## src/rtl/fetch_pkg.sv

```systemverilog
// Shared types and constants for the instruction fetch stage.
package fetch_pkg;

   typedef enum logic [1:0] {
      IDLE  = 2'd0,
      FETCH = 2'd1,
      HOLD  = 2'd2
   } fetch_state_t;

   localparam int OP_MSB    = 31;
   localparam int OP_LSB    = 26;
   localparam int FUNCT_MSB = 5;
   localparam int JADDR_MSB = 25;

   localparam logic [31:0] RESET_PC_DEFAULT = 32'h0000_0000;

endpackage

```

## src/rtl/fetch_unit_pc_next.sv

```systemverilog
// Combinational next-PC selection: jump beats branch, branch beats sequential.
module pc_next
   import fetch_pkg::*;
#(
   parameter int N = 32
) (
   input  logic [N-1:0]         pcplus4,
   input  logic [JADDR_MSB:0]   jaddr,
   input  logic [N-1:0]         signimm,
   input  logic                 jump,
   input  logic                 pcsrc,
   output logic [N-1:0]         pc_nxt
);

   logic [N-1:0] boff;
   logic [N-1:0] pc_branch;
   logic [N-1:0] pc_jump;

   // Word offset to byte offset; the top two offset bits fall off, which is the wrap the ISA expects.
   assign boff      = signimm << 2;
   assign pc_branch = pcplus4 + boff;
   assign pc_jump   = {pcplus4[31:28], jaddr, 2'b00};

   always_comb begin
      pc_nxt = pcplus4;
      if (jump)
         pc_nxt = pc_jump;
      else if (pcsrc)
         pc_nxt = pc_branch;
   end

endmodule

```

## src/rtl/fetch_unit.sv

```systemverilog
// Instruction fetch stage: PC register, single-outstanding imem request, valid/ready instruction output.
//
//   state | meaning
//   IDLE  | one cycle after reset, no request
//   FETCH | imem_req high at pc, waiting for imem_ack
//   HOLD  | instr valid, waiting for instr_ready to advance pc
module fetch_unit
   import fetch_pkg::*;
#(
   parameter int          N        = 32,
   parameter logic [31:0] RESET_PC = RESET_PC_DEFAULT
) (
   input  logic          clk,
   input  logic          reset,
   input  logic          pcsrc,
   input  logic          jump,
   input  logic [N-1:0]  signimm,
   output logic          imem_req,
   output logic [N-1:0]  imem_addr,
   input  logic          imem_ack,
   input  logic [31:0]   imem_rdata,
   output logic          instr_valid,
   input  logic          instr_ready,
   output logic [31:0]   instr,
   output logic [5:0]    op,
   output logic [5:0]    funct,
   output logic [N-1:0]  pc,
   output logic [N-1:0]  pcplus4
);

   fetch_state_t state;
   logic [N-1:0] pc_nxt;

   assign pcplus4     = pc + N'(4);
   assign imem_req    = (state == FETCH);
   assign imem_addr   = pc;
   assign instr_valid = (state == HOLD);
   assign op          = instr[OP_MSB:OP_LSB];
   assign funct       = instr[FUNCT_MSB:0];

   pc_next #(.N(N)) u_pc_next (
      .pcplus4 (pcplus4),
      .jaddr   (instr[JADDR_MSB:0]),
      .signimm (signimm),
      .jump    (jump),
      .pcsrc   (pcsrc),
      .pc_nxt  (pc_nxt)
   );

   always_ff @(posedge clk) begin
      if (reset) begin
         state <= IDLE;
         pc    <= RESET_PC;
         instr <= '0;
      end else begin
         case (state)
            IDLE:  state <= FETCH;
            FETCH: begin
               if (imem_ack) begin
                  instr <= imem_rdata;
                  state <= HOLD;
               end
            end
            HOLD: begin
               if (instr_ready) begin
                  pc    <= pc_nxt;
                  state <= FETCH;
               end
            end
            default: state <= IDLE;
         endcase
      end
   end

endmodule

```

## config.mk

```make
export PLATFORM = sky130hd
export DESIGN_NAME = fetch_unit
export DESIGN_NICKNAME = d
export VERILOG_FILES = /design/src/rtl/fetch_pkg.sv /design/src/rtl/fetch_unit_pc_next.sv /design/src/rtl/fetch_unit.sv
export SDC_FILE = /design/constraint.sdc
export NUM_CORES = 1
export LEC_CHECK = 0
export ABC_CLOCK_PERIOD_IN_PS = 3420
export CORE_MARGIN = 4
export CORE_UTILIZATION = 40
export DETAILED_ROUTE_END_ITERATION = 8
export PLACE_DENSITY = 0.78
export SETUP_SLACK_MARGIN = 0.15
export SLEW_MARGIN = 20
export SYNTH_ARGS = -nofsm -noshare
export SYNTH_HDL_FRONTEND = slang
export SYNTH_SLANG_ARGS = --single-unit
```

## constraint.sdc

```tcl
create_clock -name clk -period 3.42 [get_ports clk]
set_input_delay 0.342 -clock clk [delete_from_list [all_inputs] [get_ports clk]]
set_output_delay 0.342 -clock clk [all_outputs]
set_load 0.02 [all_outputs]
```

### Word-level counts from Yosys, hierarchy flattened

Cells that the tools add are included.

| word-level totals | value |
|---|---|
| input port bits | 70 |
| word-level logic and storage cells | 18 |
| output and inout port bits | 142 |
| register bits after elaboration | 66 |

| cells by class | value |
|---|---|
| reduce and logical (&&, ||, !) cells | 4 |
| eq/ne operators | 4 |
| muxes and demuxes | 5 |
| add/subtract/negate cells | 2 |

Operator list:

| operator | count |
|---|---|
| $mux W32 | 2 |
| $add A32 B3 Y32 const B | 1 |
| $add A32 B32 Y32 | 1 |
| $pmux W2 S3 | 1 |
| $reduce_and A2 Y1 | 3 |
| $mux W2 | 2 |
| $ne A2 B1 Y1 const B | 2 |
| $eq A2 B1 Y1 const B | 1 |
| $eq A2 B2 Y1 const B | 1 |
| $logic_not A2 Y1 | 1 |

### Longest topological paths before layout

| logic depth | value |
|---|---|
| word-level depth | 4 |
| depth in mapped cells | 15 |
| mapped depth without buffers | 14 |

### By module

From an unflattened synthesis, not the netlist that was laid out.

| second synthesis, totals | value |
|---|---|
| cells, all modules | 739 |
| area, all modules | 5372.7 um^2 |

By module, submodules not included:

| module | cells an instance | times used | sequential area each (um^2) | area an instance (um^2) |
|---|---|---|---|---|
| fetch_unit | 415 | 1 | 1321.3 | 3173.0 |
| pc_next | 324 | 1 | 0.0 | 2199.6 |

### Least setup slack after synthesis

No wires, ideal clock.

| path | value |
|---|---|
| path type | register -> register |
| from | reg pc[2], in the netlist imem_addr[2] |
| to | reg pc[31], in the netlist imem_addr[31] |
| clock period less this slack | 3914 ps |
| required time | 3296 ps |
| path slack | -494 ps |
| path buffers | 0 |
| library setup time | 124 ps |
| arrival time | 3790 ps |
| stages on the path, launching flop included | 15 |
| path through | dfxtp_1 -> ha_1 -> nand4_1 -> nor3_2 -> nand3_1 -> xnor2_1 -> ha_1 -> a21oi_1 -> nor2_1 -> o21ai_0 -> a31oi_1 -> o31ai_1 -> o311ai_1 -> xnor2_1 -> o22ai_1 |

| between the ends | value |
|---|---|
| word-level cells in the longest chain between the ends | 4 |

RTL lines:

| element | line | RTL |
|---|---|---|
| start: declaration | fetch_unit.sv:27 | `output logic [N-1:0] pc,` |
| start signal: assignment | fetch_unit.sv:66 | `pc <= pc_nxt;` |
| $add A32 B3 Y32 | fetch_unit.sv:34 | `assign pcplus4 = pc + N'(4);` |
| named net pcplus4[14] | fetch_unit.sv:28 | `output logic [N-1:0] pcplus4` |
| $add A32 B32 Y32 | fetch_unit_pc_next.sv:21 | `assign pc_branch = pcplus4 + boff;` |
| $mux W32 | fetch_unit_pc_next.sv:28 | `else if (pcsrc)` |
| $mux W32 | fetch_unit_pc_next.sv:26 | `if (jump)` |

The timed path passes the listed nets, and every way through them passes these cells.
A chain may end at the register's enable or synchronous reset.

### Worst setup path in the final report

| path | value |
|---|---|
| from | reg pc[2], in the netlist imem_addr[2] |
| to | reg pc[29], in the netlist imem_addr[29] |

| between the ends | value |
|---|---|
| word-level cells in the longest chain between the ends | 4 |

RTL lines:

| element | line |
|---|---|
| $add A32 B3 Y32 * | fetch_unit.sv:34 |
| $add A32 B32 Y32 | fetch_unit_pc_next.sv:21 |
| $mux W32 | fetch_unit_pc_next.sv:28 |
| $mux W32 * | fetch_unit_pc_next.sv:26 |

Mark *: on every way between the ends. The rest lies on a longest branch, timed or not.

==> flow_metrics.tcl <==
set metrics [dict create \
    status "finished clean" \
    path_cells "ha_4 > nand4_1 > buf_4 > nor3_4 > buf_6 > nand3_1 > xnor2_2 > ha_4 > a21oi_2 > o21a_1 > a31oi_4 > o31ai_4 > buf_6 > o21ai_1 > xnor2_1 > o22ai_1" \
    cpMaxStageDelayCell "dfxtp_4" \
    fin_crit_sh_pct 97.7 \
    yosysUniqueCellTypes 78 \
    slew_viol_final 0 \
    cp.arrival_ns 3.53 \
    drc 0 \
    fin_ws_ns 0.0777 \
    synth_cells 708 \
    rsz0062_at_grt "true" \
    ctsHoldBuffers 0 \
    area_growth_pct 65.7 \
    period_needed_ns 3.34 \
    port_buffers 203 \
    synth_ff_type "dfxtp_1" \
    setup-tns-final_ns 0 \
    syn_area_mm2 0.00535 \
    overflow 0 \
    drt_first_iter_violations 750 \
    clockBufferDepth 2 \
    slew_headroom_pct 36.9 \
    cp_max_fo 5 \
    synthTopCellsByCount "nand2_1, a21oi_1, dfxtp_1, nor2_1, buf_4" \
    cts.sinks 64 \
    ios 212 \
    viasPerCell 5.49 \
    ys_seq_elements 64 \
    finalPower_uw 2200 \
    yosysMostFrequentCell "nand2_1" \
    synth_area_leaders "dfxtp_1, nand2_1, ha_1" \
    clock_latency_ns 0.33 \
    row_count 41 \
    cp-startpoint "imem_addr[2]$_SDFFE_PP0P_" \
    fin_nets 1055 \
    rrSetupSlack_ns 0.08 \
    grt_max_degree 55 \
    seq_area_frac_synth_pct 24.0 \
    finClkSkew_ns 0.00751 \
    synth_edf_count 0 \
    drt_wl_total_um 20400 \
    power.density_mw_per_mm2 248 \
    crit_type "flip-flop to flip-flop" \
    die_x_um 124 \
    cts_buffers 9 \
    die_area_mm2 0.0153 \
    tightest_slew_ns 0.943 \
    ir_drop_uv 288 \
    ant_nets 0 \
    end_kind "flip-flop" \
    firstDrtPassIters 5 \
    route.vias.total 6172 \
    leakagePower_uw 0.00367 \
    antenna_cells 0 \
    initial_core_util_pct 41.5 \
    finalInstanceArea_mm2 0.00886 \
    drive_gt1_share_pct 24.4 \
    worst_path_largest_cell_delay_ns 0.35 \
    min_path_type "flip-flop to flip-flop" \
    cts_tree "yes" \
    async_reset_ff_share_pct 0 \
    setup_viol 0 \
    path_clk_slew_ns 0.06 \
    core_mm2 0.0129 \
    dieHeight_um 124 \
    r2r_start "imem_addr[2]$_SDFFE_PP0P_" \
    fmax_mhz 299 \
    hold_violations 0 \
    dp_slack_ns -0.0970 \
    gp_congestion 0.918 \
    crit_path_start_kind "flip-flop" \
    synth_top_cell_by_area "dfxtp_1" \
    avgSynthCellArea_um2 7.55 \
    place_area_mm2 0.00798 \
    grt_pass1_wl_um 30500 \
    hp-start "instr[7]$_SDFFE_PP0P_" \
    ys.warnings.count 0 \
    yosysTopAreaCellShare_pct 24.0 \
    dpl.hpwl_um 15100 \
    antenna_found_initial 0 \
    final_core_util_pct 68.8 \
    max_cap_viol_count 0 \
    nFillCells 1001 \
    cp.required_ns 3.61 \
    wire_per_inst_um 18.1 \
    grt_use_total_pct 25.5 \
    grt_pass1_vias 5697 \
    cts.htree.levels 3 \
    cts-root-buf "clkbuf_16" \
]
-- per-layer routing --
metal  vias to the layer above  global-route usage [%]  share of wire (%)
li1                       2941                       -                  -
met1                      2862                    35.9                 42
met2                       330                    39.0                 45
met3                        39                    5.22                 10
met4                         0                    8.44                2.6
met5                         -                       0                  0
-- cells in the final DEF (no fill, tap or decap), types with 6 or more instances in the layout --
cell type        count
clkdlybuf4s50_1    200
nand2_1            119
buf_4              100
a21oi_1             60
dfxtp_1             52
nor2_1              48
a21o_1              25
ha_1                23
o21ai_0             22
xnor2_1             17
nand4_1             13
nand3_1             12
xnor2_2             12
ha_4                12
inv_1               10
o22ai_1             10
a21oi_2              9
clkbuf_16            9
dfxtp_4              9
xor2_2               8
xor2_1               7
o21ai_1              7
nor3_1               7
a211oi_1             6
conb_1               6
-- final cells by class --
type | count | area [um^2] | area share [%]
multi-input combinational | 554 | 4190 | 47.3
timing repair buffer | 308 | 2840 | 32.0
sequential | 64 | 1320 | 14.9
clock buffer | 11 | 233 | 2.63
tap | 172 | 215 | 2.43
inverter | 11 | 41.3 | 0.466
clock inverter | 5 | 23.8 | 0.268
-- worst max-delay path, delay by kind of cell (launching register included) --
family | cells | cell delay [ns]
AND/OR/NAND/NOR | 3 | 0.47
XOR/XNOR | 2 | 0.53
buffers and inverters | 3 | 0.47
AO/OA/AOI/OAI | 6 | 0.96
flip-flops | 1 | 0.35
adder cells (fa/ha/maj) | 2 | 0.40
-- through the flow --
step	instances	hold WS, ns
finish	1125	0.468
global route	1125	0.493
CTS	1117	0.466
detailed placement	1090	0.458
global placement	1090	0.455
floorplan	713	0.478
-- kinds of logic after synthesis --
| kind of cell | Yosys count | synth area share (%) |
|---|---|---|
| xor gates and xnor gates | 51 | 8.99 |
| AOI/OAI and AO/OA | 201 | 24.6 |
| buffers and inverters | 95 | 10.6 |
| and+or+nand+nor | 255 | 22.2 |
| adders and majority gates | 37 | 8.80 |
| DFF | 64 | 24.0 |
| other | 1 | 0.0701 |
| muxes | 4 | 0.772 |
-- flip-flops by register name, summed over array words and instances (netlist names) --
name,count
instr,32
imem_addr,30
state,2
-- where the power goes --
part	switching [uW]	internal [uW]	total, uW
logic	312	291	604
clock network	317	482	799
registers	27.0	766	793
total	656	1540	2200
-- repair_timing --
action                                  in CTS  in global routing
setup buffers                               11                  8
endpoints found under the setup margin      14                 17
resized for setup                           38                 53
pin swaps                                   34                 26
-- worst paths after layout --
check             depth (start not counted)                          to
setup / recovery                         16  imem_addr[29]$_SDFFE_PP0P_
hold reg to reg                           2       instr[7]$_SDFFE_PP0P_
hold / removal                            2       instr[7]$_SDFFE_PP0P_
setup reg to reg                         16  imem_addr[29]$_SDFFE_PP0P_
No activity file was read; power rests on OpenSTA's default activity.
